==> src/rtl/product_accumulator.sv <==
// rtl/product_accumulator.sv - sums a programmed count of products into a wide accumulator
// Three-state control (IDLE/ACCUM/HOLD) around a single carry-detecting adder.
module product_accumulator #(
  parameter int PROD_W = 64,
  parameter int ACC_W  = 72,
  parameter int CNT_W  = 8
) (
  input  logic              clk,
  input  logic              reset,
  input  logic              start,
  input  logic [CNT_W-1:0]  len,
  input  logic              in_valid,
  output logic              in_ready,
  input  logic [PROD_W-1:0] in_product,
  output logic              out_valid,
  input  logic              out_ready,
  output logic [ACC_W-1:0]  out_sum,
  output logic              out_overflow,
  output logic              busy
);

  typedef enum logic [1:0] {
    S_IDLE  = 2'd0,
    S_ACCUM = 2'd1,
    S_HOLD  = 2'd2
  } state_t;

  state_t            state_q, state_d;
  logic [ACC_W-1:0]  acc_q, acc_d;
  logic [CNT_W-1:0]  rem_q, rem_d;
  logic              ovf_q, ovf_d;
  logic [ACC_W:0]    prod_ext;
  logic [ACC_W:0]    sum_ext;
  logic              xfer;

  // One extra bit on the adder captures the carry out of the accumulator.
  always_comb begin
    prod_ext                = '0;
    prod_ext[PROD_W-1:0]    = in_product;
  end

  assign sum_ext = {1'b0, acc_q} + prod_ext;
  assign xfer    = (state_q == S_ACCUM) && in_valid;

  always_ff @(posedge clk) begin
    if (reset) begin
      state_q <= S_IDLE;
      acc_q   <= '0;
      rem_q   <= '0;
      ovf_q   <= 1'b0;
    end else begin
      state_q <= state_d;
      acc_q   <= acc_d;
      rem_q   <= rem_d;
      ovf_q   <= ovf_d;
    end
  end

  always_comb begin
    state_d = state_q;
    acc_d   = acc_q;
    rem_d   = rem_q;
    ovf_d   = ovf_q;
    case (state_q)
      S_IDLE: begin
        if (start) begin
          acc_d   = '0;
          ovf_d   = 1'b0;
          rem_d   = len;
          state_d = (len == '0) ? S_HOLD : S_ACCUM;
        end
      end
      S_ACCUM: begin
        if (xfer) begin
          acc_d = sum_ext[ACC_W-1:0];
          rem_d = rem_q - CNT_W'(1);
          if (sum_ext[ACC_W]) begin
            ovf_d = 1'b1;
          end
          if (rem_q == CNT_W'(1)) begin
            state_d = S_HOLD;
          end
        end
      end
      S_HOLD: begin
        if (out_ready) begin
          state_d = S_IDLE;
        end
      end
      default: state_d = S_IDLE;
    endcase
  end

  always_comb begin
    in_ready     = (state_q == S_ACCUM);
    out_valid    = (state_q == S_HOLD);
    busy         = (state_q != S_IDLE);
    out_sum      = acc_q;
    out_overflow = ovf_q;
  end

endmodule

==> config.mk <==
export PLATFORM = sky130hd
export DESIGN_NAME = product_accumulator
export DESIGN_NICKNAME = d
export VERILOG_FILES = /design/src/rtl/product_accumulator.sv
export SDC_FILE = /design/constraint.sdc
export NUM_CORES = 1
export LEC_CHECK = 0
export ABC_AREA = 0
export BUFFER_PORTS_ARGS = -buffer_cell sky130_fd_sc_hd__buf_2
export CORE_MARGIN = 4
export CORE_UTILIZATION = 45
export CTS_CLUSTER_SIZE = 16
export DETAILED_ROUTE_END_ITERATION = 12
export PLACE_DENSITY = 0.71
export SLEW_MARGIN = 10
export SYNTH_ARGS = -nofsm -noshare
export SYNTH_HDL_FRONTEND = slang
export SYNTH_SLANG_ARGS = --single-unit
==> constraint.sdc <==
create_clock -name clk -period 3 [get_ports clk]
set_input_delay 0.45 -clock clk [delete_from_list [all_inputs] [get_ports clk]]
set_output_delay 0.45 -clock clk [all_outputs]
set_load 0.02 [all_outputs]
Word level (Yosys, flattened, before mapping)
Index checks and enable logic that the tools add are counted.
{"block": "word_totals", "reg_bits": 83, "in_bits": 77}
{"block": "op_classes", "addsub": 2, "n_eq_ne": 8, "muxes": 16, "n_reduce_logical": 8}
{"op": "$mux W72", "n": 2}
{"op": "$pmux W72 S2", "n": 1}
{"op": "$add A72 B64 Y73", "n": 1}
{"op": "$mux W8", "n": 2}
{"op": "$pmux W8 S2", "n": 1}
{"op": "$mux W2", "n": 5}
{"op": "$eq A8 B1 Y1 const B", "n": 1}
{"op": "$logic_not A8 Y1", "n": 1}
{"op": "$ne A2 B1 Y1 const B", "n": 4}
{"op": "$reduce_and A4 Y1", "n": 2}
{"op": "$sub A8 B1 Y8 const B", "n": 1}
{"op": "$pmux W2 S3", "n": 1}
{"op": "$reduce_bool A2 Y1", "n": 2}
{"op": "$mux W1", "n": 3}
{"op": "$reduce_and A3 Y1", "n": 1}
{"op": "$eq A2 B1 Y1 const B", "n": 1}
{"op": "$eq A2 B2 Y1 const B", "n": 1}
{"op": "$logic_not A2 Y1", "n": 1}
{"op": "$ne A2 B2 Y1 const B", "n": 1}
{"op": "$pmux W1 S2", "n": 1}
{"op": "$logic_and A1 B1 Y1", "n": 1}

Depth between registers and ports, before layout
Gate-level depths: netlist (run 1).
{"block": "logic_depth", "depth_word": 4, "ltp_mapped": 12, "mapped_depth_nobuf": 12}

Worst setup path after synthesis (run 1)
No wires, ideal clock.
{"block": "synth_timing", "path_type": "input -> register", "startpoint": "input in_product[0]", "endpoint": "register acc_q[66], in the netlist out_sum[66]", "setup_ps": 121, "arrival_ps": 2978, "setup_slack_ps": -99, "path_stages": 12, "n_path_buf": 0, "cell_sequence": "ha_1 > fa_1 > a211oi_1 > o21ai_0 > a21o_1 > a211oi_1 > o31ai_1 > a31o_2 > a21oi_1 > nand2_1 > nand4_1 > mux2_2"}
{"block": "synth_between", "elab_chain_len": 3}
{"element": "start, declared", "line": "14", "source": "input logic [PROD_W-1:0] in_product,"}
{"element": "$add A72 B64 Y73", "line": "42", "source": "assign sum_ext = {1'b0, acc_q} + prod_ext;"}
{"element": "$mux W72", "line": "74", "source": "if (xfer) begin"}
{"element": "$pmux W72 S2", "line": "64", "source": "case (state_q)"}
{"element": "end signal, assigned", "line": "48", "source": "acc_q <= '0;"}
{"element": "end signal, assigned", "line": "53", "source": "acc_q <= acc_d;"}
{"element": "end, declared", "line": "29", "source": "logic [ACC_W-1:0] acc_q, acc_d;"}
No other way between the ends. The select of a mux whose other input is x is not followed.
A chain may end at the register's enable or synchronous reset.

Final worst setup path (run 1)
{"block": "layout_timing", "startpoint": "register acc_q[18], in the netlist out_sum[18]", "endpoint": "register acc_q[49], in the netlist out_sum[49]"}
{"block": "layout_between", "elab_chain_len": 3}
{"element": "$add A72 B64 Y73", "line": "42"}
{"element": "$mux W72", "line": "74"}
{"element": "$pmux W72 S2", "line": "64"}
No other way between the ends. The select of a mux whose other input is x is not followed.

==> flow_summary.toml, run 1 <==
[route]
routedWlPerCell_um = 16.90
via_per_inst = 5.789
num_vias = 7803
drc_errors = 0
wirelength_mm = 22.78
drt_first_pass_iters = 6
first_iter_violations = 602
postRouteAntennaNets = 0

[status]
status = "completed"

[clock_tree]
htreeDepth = 3
cts_tree = "yes"
ctsLongestPathBuffers = 2
clock_sinks = 83
cts_root_buf = "clkbuf_16"
cts_made_buffers = 9
hold_buffers = 0
path_clk_slew_ns = 0.07
clock_latency_ns = 0.35

[floorplanning]
initial_core_util = 0.4595
num_rows = 45
dieHeight_um = 132.6
die_w_um = 132.6
ios = 153
dieArea_mm2 = 0.01758
core-area_mm2 = 0.01520

[power_and_ir_drop]
p_leak_uw = 0.004650
p_per_area_mw_per_mm2 = 447.8
ir_drop_mv = 0.3426

[synth]
yosysWarnings = 0
synth_edf_count = 0
syn_area_mm2 = 0.006985
ys.flop_type = "dfxtp_1"
synthCells = 915
postSynth.asyncResetShare = 0
ys_types = 76
ys_seq_elements = 83
synth_top_area_cell = "dfxtp_1"
ys_seq_area_frac = 0.2379
synth_area_leaders = "dfxtp_1 24%, ha_1 12%, a21oi_1 6.6%"
synth_fp_nets = 1059
synthTopCellsByCount = "101 x nand2_1, 92 x a21oi_1, 88 x nor2_1, 83 x dfxtp_1, 66 x ha_1"
synth_top_cell_area_share = 0.2379
synth_area_per_cell_um2 = 7.634
synth_most_common_cell = "nand2_1"

[setup_path]
crit_path_cell_trace = "ha_2 > nand4_1 > buf_4 > buf_4 > nor2_1 > nand2_1 > nor2_1 > o311ai_1 > buf_4 > nand2_1 > o21ai_1 > buf_4 > o31ai_1 > xor2_1 > a22o_1"
critPathKind = "reg -> reg"
cp_common_cell = "buf_4"
critical_path.top_delay_family = "compound AO/OA/AOI/OAI gates"
worstSetupPathDepth = 15
critPathLaunchType = "flop"
reg2regPathDepth = 15
crit_path_max_fanout = 5
required_ns = 3.24
slowest_stage = "ha_2"
critical_path.endpoint_type = "flop"
max_stage_delay_ns = 0.37
critPathArrivalTime_ns = 3.14
path_buf_inv = 4

[global_routing]
grt_pass1_vias = 7460
grt_max_degree = 50
grt_pass1_wl_mm = 36.36
grt_antenna_before_repair = 0
grt.total_usage = 0.2477
grt_overflow = 0

[sta]
fin_skew_ns = 0.009522
min_period_over_period = 0.9662
slew_violations = 0
tightest_slew_ns = 0.8762
whs_ns = 0.3468
hold_viol = 0
setup_ws_ns = 0.1015
final.min_clock_period_ns = 2.898
slew_headroom = 0.4137
fmax_mhz = 345.0
setup_viol = 0

[final_layout]
n_fill_cell = 1441
layout-drive-gt1-share = 0.3000
num_antenna_cells = 0
multiInputGateArea_mm2 = 0.005230
fin_nets = 1300
syn_to_final_growth_pct = 32.22
regArea_mm2 = 0.001667

[placement]
gp_congestion = 0.9782
hpwl_mm = 17.57
post-place-ws_ns = -0.2225
io_buffer_count = 152

[min_path]
whs_path_depth = 3
min_path_type = "in -> reg"

[flow_run]
maxCapViolCount = 0
[path summary, 6_finish.rpt]
path                                  from                        to  slack [ns]
setup / recovery  out_sum[18]$_SDFFE_PP0P_  out_sum[49]$_SDFFE_PP0P_        0.10
hold / removal                   out_ready   state_q[1]$_SDFFE_PP0P_        0.35
setup reg to reg  out_sum[18]$_SDFFE_PP0P_  out_sum[49]$_SDFFE_PP0P_        0.10
hold reg to reg   out_sum[29]$_SDFFE_PP0P_  out_sum[29]$_SDFFE_PP0P_        0.48
[cells by family (layout without fill, tap and decap cells)]
group                    Yosys count  in the layout  synth area share
AO/OA/AOI/OAI                    331            331            0.3208
AND/OR/NAND/NOR                  298            298            0.1981
flip-flops                        83             83            0.2379
buffers and inverters             73            318           0.04155
adder cells (fa/ha/maj)           67             67            0.1211
XOR/XNOR                          56             56           0.07021
multiplexers                       7              7           0.01039
[area by class of cell]
cell class	count	share of cell area
Clock inverter	5	0.005825
Clock buffer	10	0.02587
Multi-Input combinational cell	759	0.5662
Timing Repair Buffer	281	0.1872
Sequential cell	83	0.1804
Tap cell	188	0.02547
Inverter	22	0.008941
[where the power goes]
| group | internal [uW] | leakage (uW) | switching (uW) |
|---|---|---|---|
| combinational | 741 | 0.00382 | 981 |
| sequential | 1190 | 0.000678 | 78.9 |
| clock | 661 | 0.000148 | 482 |
| total | 2590 | 0.00465 | 1540 |
[worst reg2reg max path, stage by stage (launching register included)]
cell and delay [ns]:
dfxtp_2 0.33, ha_2 0.37, nand4_1 0.17, buf_4 0.18
buf_4 0.13, nor2_1 0.09, nand2_1 0.07, nor2_1 0.13
o311ai_1 0.14, buf_4 0.16, nand2_1 0.11, o21ai_1 0.09
buf_4 0.15, o31ai_1 0.34, xor2_1 0.13, a22o_1 0.21
[what timing repair did]
| item | 4_1_cts | 5_1_grt |
|---|---|---|
| endpoints found under the setup margin | 2 | 28 |
| pin swaps | 0 | 12 |
| buffers inserted | 0 | 4 |
| resized for setup | 1 | 38 |
[routing by layer]
metal,routed length [um],GRT usage,vias to the layer above
met4,410,0.06813,0
met5,0,0,-
met2,10690,0.4152,295
met1,10100,0.3185,3612
met3,1580,0.06008,37
li1,-,-,3859
[flip-flops by register name (all words and copies together), names as in the netlist]
signal and cells:
rem_q 8, state_q 2, out_sum 72, out_overflow 1
[metrics by stage]
step | power, uW | instances | TNS, ns | area [um^2] | util
2_1_floorplan | 2347 | 915 | 0 | 7020 | -
3_3_place_gp | 2931 | 1329 | -2.665 | 8758 | 0.5761
3_5_place_dp | 2952 | 1329 | -4.285 | 8758 | 0.5761
4_1_cts | 4113 | 1344 | 0 | 9056 | 0.5957
5_1_grt | 4371 | 1348 | -0.02813 | 9236 | 0.6076
6_report | 4136 | 1348 | 0 | 9236 | 0.6076
[cells in the final DEF, fill, tap and decap left out, types with 5 or more instances in the layout]
master	synthesis	final
nor3_1	11	10
and3_1	10	10
xnor2_1	35	35
buf_2	7	152
o21ai_1	2	5
nand2_1	101	100
a31oi_1	11	8
and2_1	9	9
or3_1	10	10
clkbuf_16	0	9
a21o_1	48	48
xor2_1	21	21
a22oi_1	28	28
nor4_1	5	5
inv_1	22	22
nor2_1	88	88
nand3_1	17	17
a22o_1	17	17
mux2i_1	5	5
nor2b_1	5	5
o21a_1	7	7
ha_1	66	59
a211oi_1	9	6
nand4_1	15	15
o21ai_0	49	44
o21bai_1	9	8
dfxtp_1	83	79
buf_4	0	129
nand2b_1	8	8
a21oi_1	92	86
Note: power is estimated with default switching activity, not from simulation.
==> inputs of run 2 (changes only) <==
--- a/config.mk
+++ b/config.mk
@@ -6,12 +6,12 @@
 export NUM_CORES = 1
 export LEC_CHECK = 0
 export ABC_AREA = 0
-export BUFFER_PORTS_ARGS = -buffer_cell sky130_fd_sc_hd__buf_2
 export CORE_MARGIN = 4
 export CORE_UTILIZATION = 45
 export CTS_CLUSTER_SIZE = 16
 export DETAILED_ROUTE_END_ITERATION = 12
-export PLACE_DENSITY = 0.71
+export DONT_BUFFER_PORTS = 1
+export SETUP_SLACK_MARGIN = 0.02
 export SLEW_MARGIN = 10
 export SYNTH_ARGS = -nofsm -noshare
 export SYNTH_HDL_FRONTEND = slang
==> flow_summary.toml, run 2 (synthesized netlist as in run 1, its figures left out) <==
[clock_tree]
cts_made_buffers = 9
post_cts_buffers = 0
cts_root_buf = "clkbuf_16"
path_clk_slew_ns = 0.07
clock_sinks = 83
htreeDepth = 3
cts_tree = "yes"
clock_latency_ns = 0.35
ctsLongestPathBuffers = 2

[final_layout]
n_fill_cell = 1485
layout-drive-gt1-share = 0.2139
fin_nets = 1178
largest_register_ff_count = 72
syn_to_final_growth_pct = 24.86
final_common_cell = "buf_4"
num_antenna_cells = 0
layout_common_cells = "159 x buf_4, 100 x nand2_1, 88 x nor2_1, 86 x a21oi_1, 82 x dfxtp_1"

[global_routing]
grt_pass1_wl_mm = 35.72
grt_overflow = 0
grt_max_degree = 43
grt.total_usage = 0.2450
grt_antenna_before_repair = 0
grt_pass1_vias = 7088

[setup_path]
crit_path_cell_trace = "ha_4 > a21o_1 > o21bai_1 > a211o_1 > a2111o_1 > a31oi_4 > o2bb2ai_4 > o221ai_2 > or2_1 > xor2_1 > a22o_1"
path_buf_inv = 0
critPathArrivalTime_ns = 3.14
critPathLaunchType = "flop"
critical_path.endpoint_type = "flop"
max_stage_delay_ns = 0.47
crit_path_max_fanout = 3
critPathKind = "reg -> reg"
critical_path.top_delay_family = "compound AO/OA/AOI/OAI gates"
slowest_stage = "a2111o_1"
required_ns = 3.25

[sta]
setup_viol = 0
slew_violations = 0
fin_skew_ns = 0.009381
min_period_over_period = 0.9627
tightest_slew_ns = 0.7608
rsz0062_at_grt = "yes"
fmax_mhz = 346.3
setup_ws_ns = 0.1120
final.min_clock_period_ns = 2.888
slew_headroom = 0.4928
hold_viol = 0

[floorplanning]
dieArea_mm2 = 0.01758
dieHeight_um = 132.6
ios = 153
initial_core_util = 0.4595
num_rows = 45
core-area_mm2 = 0.01520
die_w_um = 132.6

[placement]
post-place-ws_ns = -0.2072
io_buffer_count = 0
gp_congestion = 0.9428
hpwl_mm = 17.04

[power_and_ir_drop]
finalPower_uw = 4088
ir_drop_mv = 0.2676
p_per_area_mw_per_mm2 = 468.7
p_leak_uw = 0.004102

[flow_run]
maxCapViolCount = 0

[route]
drt_first_pass_iters = 5
first_iter_violations = 458
drc_errors = 0
num_vias = 7248
wirelength_mm = 22.06
routedWlPerCell_um = 17.99
via_per_inst = 5.912
postRouteAntennaNets = 0

[min_path]
min_path_type = "in -> reg"

[status]
status = "completed"
-- run 2: cell count changes in the layout (fill, tap and decap cells not counted), moves of 2 or more --
cell	change
clkinv_2	-2
nor4_1	-2
buf_2	-152
nor4_2	+2
buf_4	+30
ha_2	-2
inv_6	+2
dfxtp_2	-3
dfxtp_1	+3
o31ai_1	-2
o31ai_2	+2
-- run 2: area by class of cell --
type                            count  area (um^2)  area share
Inverter                           22        82.58    0.009468
Multi-Input combinational cell    759         5249      0.6018
Clock inverter                      5        60.06    0.006886
Timing Repair Buffer              159         1194      0.1369
Tap cell                          188        235.2     0.02697
Sequential cell                    83         1663      0.1906
Clock buffer                       10        239.0     0.02740
-- run 2: worst paths after layout --
kind	startpoint	endpoint	slack, ns	cells past startpoint
setup reg to reg	out_sum[15]$_SDFFE_PP0P_	out_sum[56]$_SDFFE_PP0P_	0.11	11
hold / removal	reset	state_q[1]$_SDFFE_PP0P_	0.17	1
hold reg to reg	rem_q[1]$_SDFFE_PP0P_	rem_q[1]$_SDFFE_PP0P_	0.47	2
setup / recovery	out_sum[15]$_SDFFE_PP0P_	out_sum[56]$_SDFFE_PP0P_	0.11	11
-- run 2: timing repair --
| item | 4_1_cts | 5_1_grt |
|---|---|---|
| cloned | 0 | 0 |
| pin swaps | 0 | 3 |
| endpoints found under the setup margin | 9 | 36 |
| hold buffers | 0 | 0 |
| resized for setup | 2 | 32 |
-- run 2: layer usage --
layer  wire [um]  vias to the layer above  track usage
met5           0                        -            0
met4         414                        0      0.07044
met3        1601                       32      0.06350
met2       10390                      230       0.4149
met1        9654                     3360       0.3078
li1            -                     3626            -
-- run 2: stage by stage --
stage / instances / util / setup TNS, ns / hold WS [ns] / instance area, um^2
final: 1226 / 0.5737 / 0 / 0.1650 / 8722
after global routing: 1226 / 0.5737 / -0.01899 / 0.1544 / 8722
after CTS: 1226 / 0.5630 / 0 / 0.1512 / 8559
after detailed placement: 1211 / 0.5429 / -2.052 / 0.4600 / 8253
after global placement: 1211 / 0.5429 / -1.284 / 0.4521 / 8253
after floorplan: 915 / - / 0 / 0.4450 / 7020
-- run 2: report_power, final --
group	switching, uW	total (uW)	internal [uW]
registers	79.0	1270	1190
clock network	515	1180	669
logic	928	1630	705
total	1520	4090	2570
==> inputs of run 3 (changes only) <==
==> constraint.sdc (replaced) <==
create_clock -name clk -period 3.4 [get_ports clk]
set_input_delay 0.51 -clock clk [delete_from_list [all_inputs] [get_ports clk]]
set_output_delay 0.51 -clock clk [all_outputs]
set_load 0.02 [all_outputs]
==> flow_summary.toml, run 3 (synthesized netlist as in run 1, its figures left out) <==
[sta]
setup_ws_ns = 0.2591
setup_viol = 0
hold_viol = 0
min_period_over_period = 0.9238
tightest_slew_ns = 0.6909
slew_headroom = 0.5394
setup_tns_ns = 0
fin_skew_ns = 0.01073
fmax_mhz = 318.4
rsz0062_at_grt = "no"
final.min_clock_period_ns = 3.141
slew_violations = 0
whs_ns = 0.2138

[power_and_ir_drop]
switching_share = 0.3774
p_int_uw = 2123
seqPwrFrac = 0.346
p_sw_uw = 1287
p_leak_uw = 0.003605
ir_drop_mv = 0.2413
pwr-share-comb = 0.346
clockPowerShare = 0.308
p_per_area_mw_per_mm2 = 437.6

[clock_tree]
ctsLongestPathBuffers = 2
htreeDepth = 3
post_cts_buffers = 0
cts_made_buffers = 9
cts_root_buf = "clkbuf_16"
cts_tree = "yes"
clock_latency_ns = 0.37
path_clk_slew_ns = 0.07
hold_buffers = 0
cts_resized = 0
clock_sinks = 83

[global_routing]
grt_overflow = 0
grt.total_usage = 0.2333
grt_max_degree = 50
grt_pass1_wl_mm = 33.71
grt_pass1_vias = 6482
grt_antenna_before_repair = 0

[floorplanning]
num_rows = 45
core-area_mm2 = 0.01520
initial_core_util = 0.4595
dieHeight_um = 132.6
die_w_um = 132.6
ios = 153
dieArea_mm2 = 0.01758

[setup_path]
path_buf_inv = 0
critPathArrivalTime_ns = 3.40
crit_path_cell_trace = "ha_1 > fa_1 > a211oi_1 > o21ai_0 > a21oi_1 > o21ai_0 > a31oi_2 > o2bb2ai_2 > o221ai_2 > or2_1 > xor2_1 > a22o_1"
critPathLaunchType = "flop"
max_stage_delay_ns = 0.42
ff2ff_setup_slack_ns = 0.26
crit_path_max_fanout = 3
critPathLaunch = "out_sum[0]$_SDFFE_PP0P_"
slowest_stage = "fa_1"
required_ns = 3.66
timing.rr.end = "out_sum[56]$_SDFFE_PP0P_"
crit_end = "out_sum[56]$_SDFFE_PP0P_"
reg2regPathDepth = 12
timing.rr.start = "out_sum[0]$_SDFFE_PP0P_"
worstSetupPathDepth = 12
critical_path.top_delay_family = "compound AO/OA/AOI/OAI gates"
critical_path.endpoint_type = "flop"
cp_common_cell = "o21ai_0"
critPathKind = "reg -> reg"

[flow_run]
maxCapViolCount = 0

[route]
num_vias = 6759
drt_first_pass_iters = 5
wirelength_mm = 20.93
via_per_inst = 5.981
drc_errors = 0
postRouteAntennaNets = 0
first_iter_violations = 400
routedWlPerCell_um = 18.52

[min_path]
min_from = "reset"
min_path_type = "in -> reg"

[final_layout]
syn_to_final_growth_pct = 11.57
fin_nets = 1081
largest_register_ff_count = 72
fin_util = 0.5127
num_antenna_cells = 0
final_common_cell = "nand2_1"
layout_common_cells = "101 x nand2_1, 91 x a21oi_1, 88 x nor2_1, 83 x dfxtp_1, 66 x ha_1"
stdcell_count = 1130
layout-drive-gt1-share = 0.1040
n_fill_cell = 1513

[placement]
hpwl_mm = 16.04
place_inst = 1114
post-place-ws_ns = 0.05187
io_buffer_count = 0
gp_congestion = 0.8825

[status]
status = "completed"
[run 3: how the worst min path moves through the flow]
stage / slack (ns) / endpoint / depth (start not counted)
final: 0.21 / state_q[0]$_SDFFE_PP0P_ / 1
after global routing: 0.20 / rem_q[7]$_SDFFE_PP0P_ / 1
after CTS: 0.20 / rem_q[0]$_SDFFE_PP0P_ / 1
after detailed placement: 0.46 / rem_q[1]$_SDFFE_PP0P_ / 2
after global placement: 0.45 / rem_q[1]$_SDFFE_PP0P_ / 2
after floorplan: 0.45 / rem_q[1]$_SDFFE_PP0P_ / 2
[run 3: layout make-up]
class,count,area [um^2],area share
multi-input cells,759,5045,0.6473
well taps,188,235.2,0.03018
clock buffers,11,242.7,0.03114
clock inverters,5,61.31,0.007866
inverters,22,82.58,0.01060
flip-flops and latches,83,1662,0.2132
repair buffers,62,465.4,0.05972
[run 3: through the flow]
stage	total power, uW	cell area [um^2]
CTS	3434	7794
finish	3410	7794
detailed placement	2373	7490
floorplan	2065	6985
global placement	2373	7490
global route	3611	7794
[run 3: routing by layer]
metal / track usage / wire [um] / up-vias
met4: 0.06813 / 416 / 0
met3: 0.07300 / 1551 / 31
met2: 0.3832 / 9495 / 186
li1: - / - / 3427
met1: 0.2946 / 9469 / 3115
met5: 0 / 0 / -
[run 3: power by group through the flow]
stage,Clock (uW),Combinational (uW),Sequential [uW]
after global placement,0,1170,1200
final,1050,1180,1180
after detailed placement,0,1170,1200
after floorplan,0,863,1200
after CTS,1080,1180,1180
after global routing,1110,1310,1190
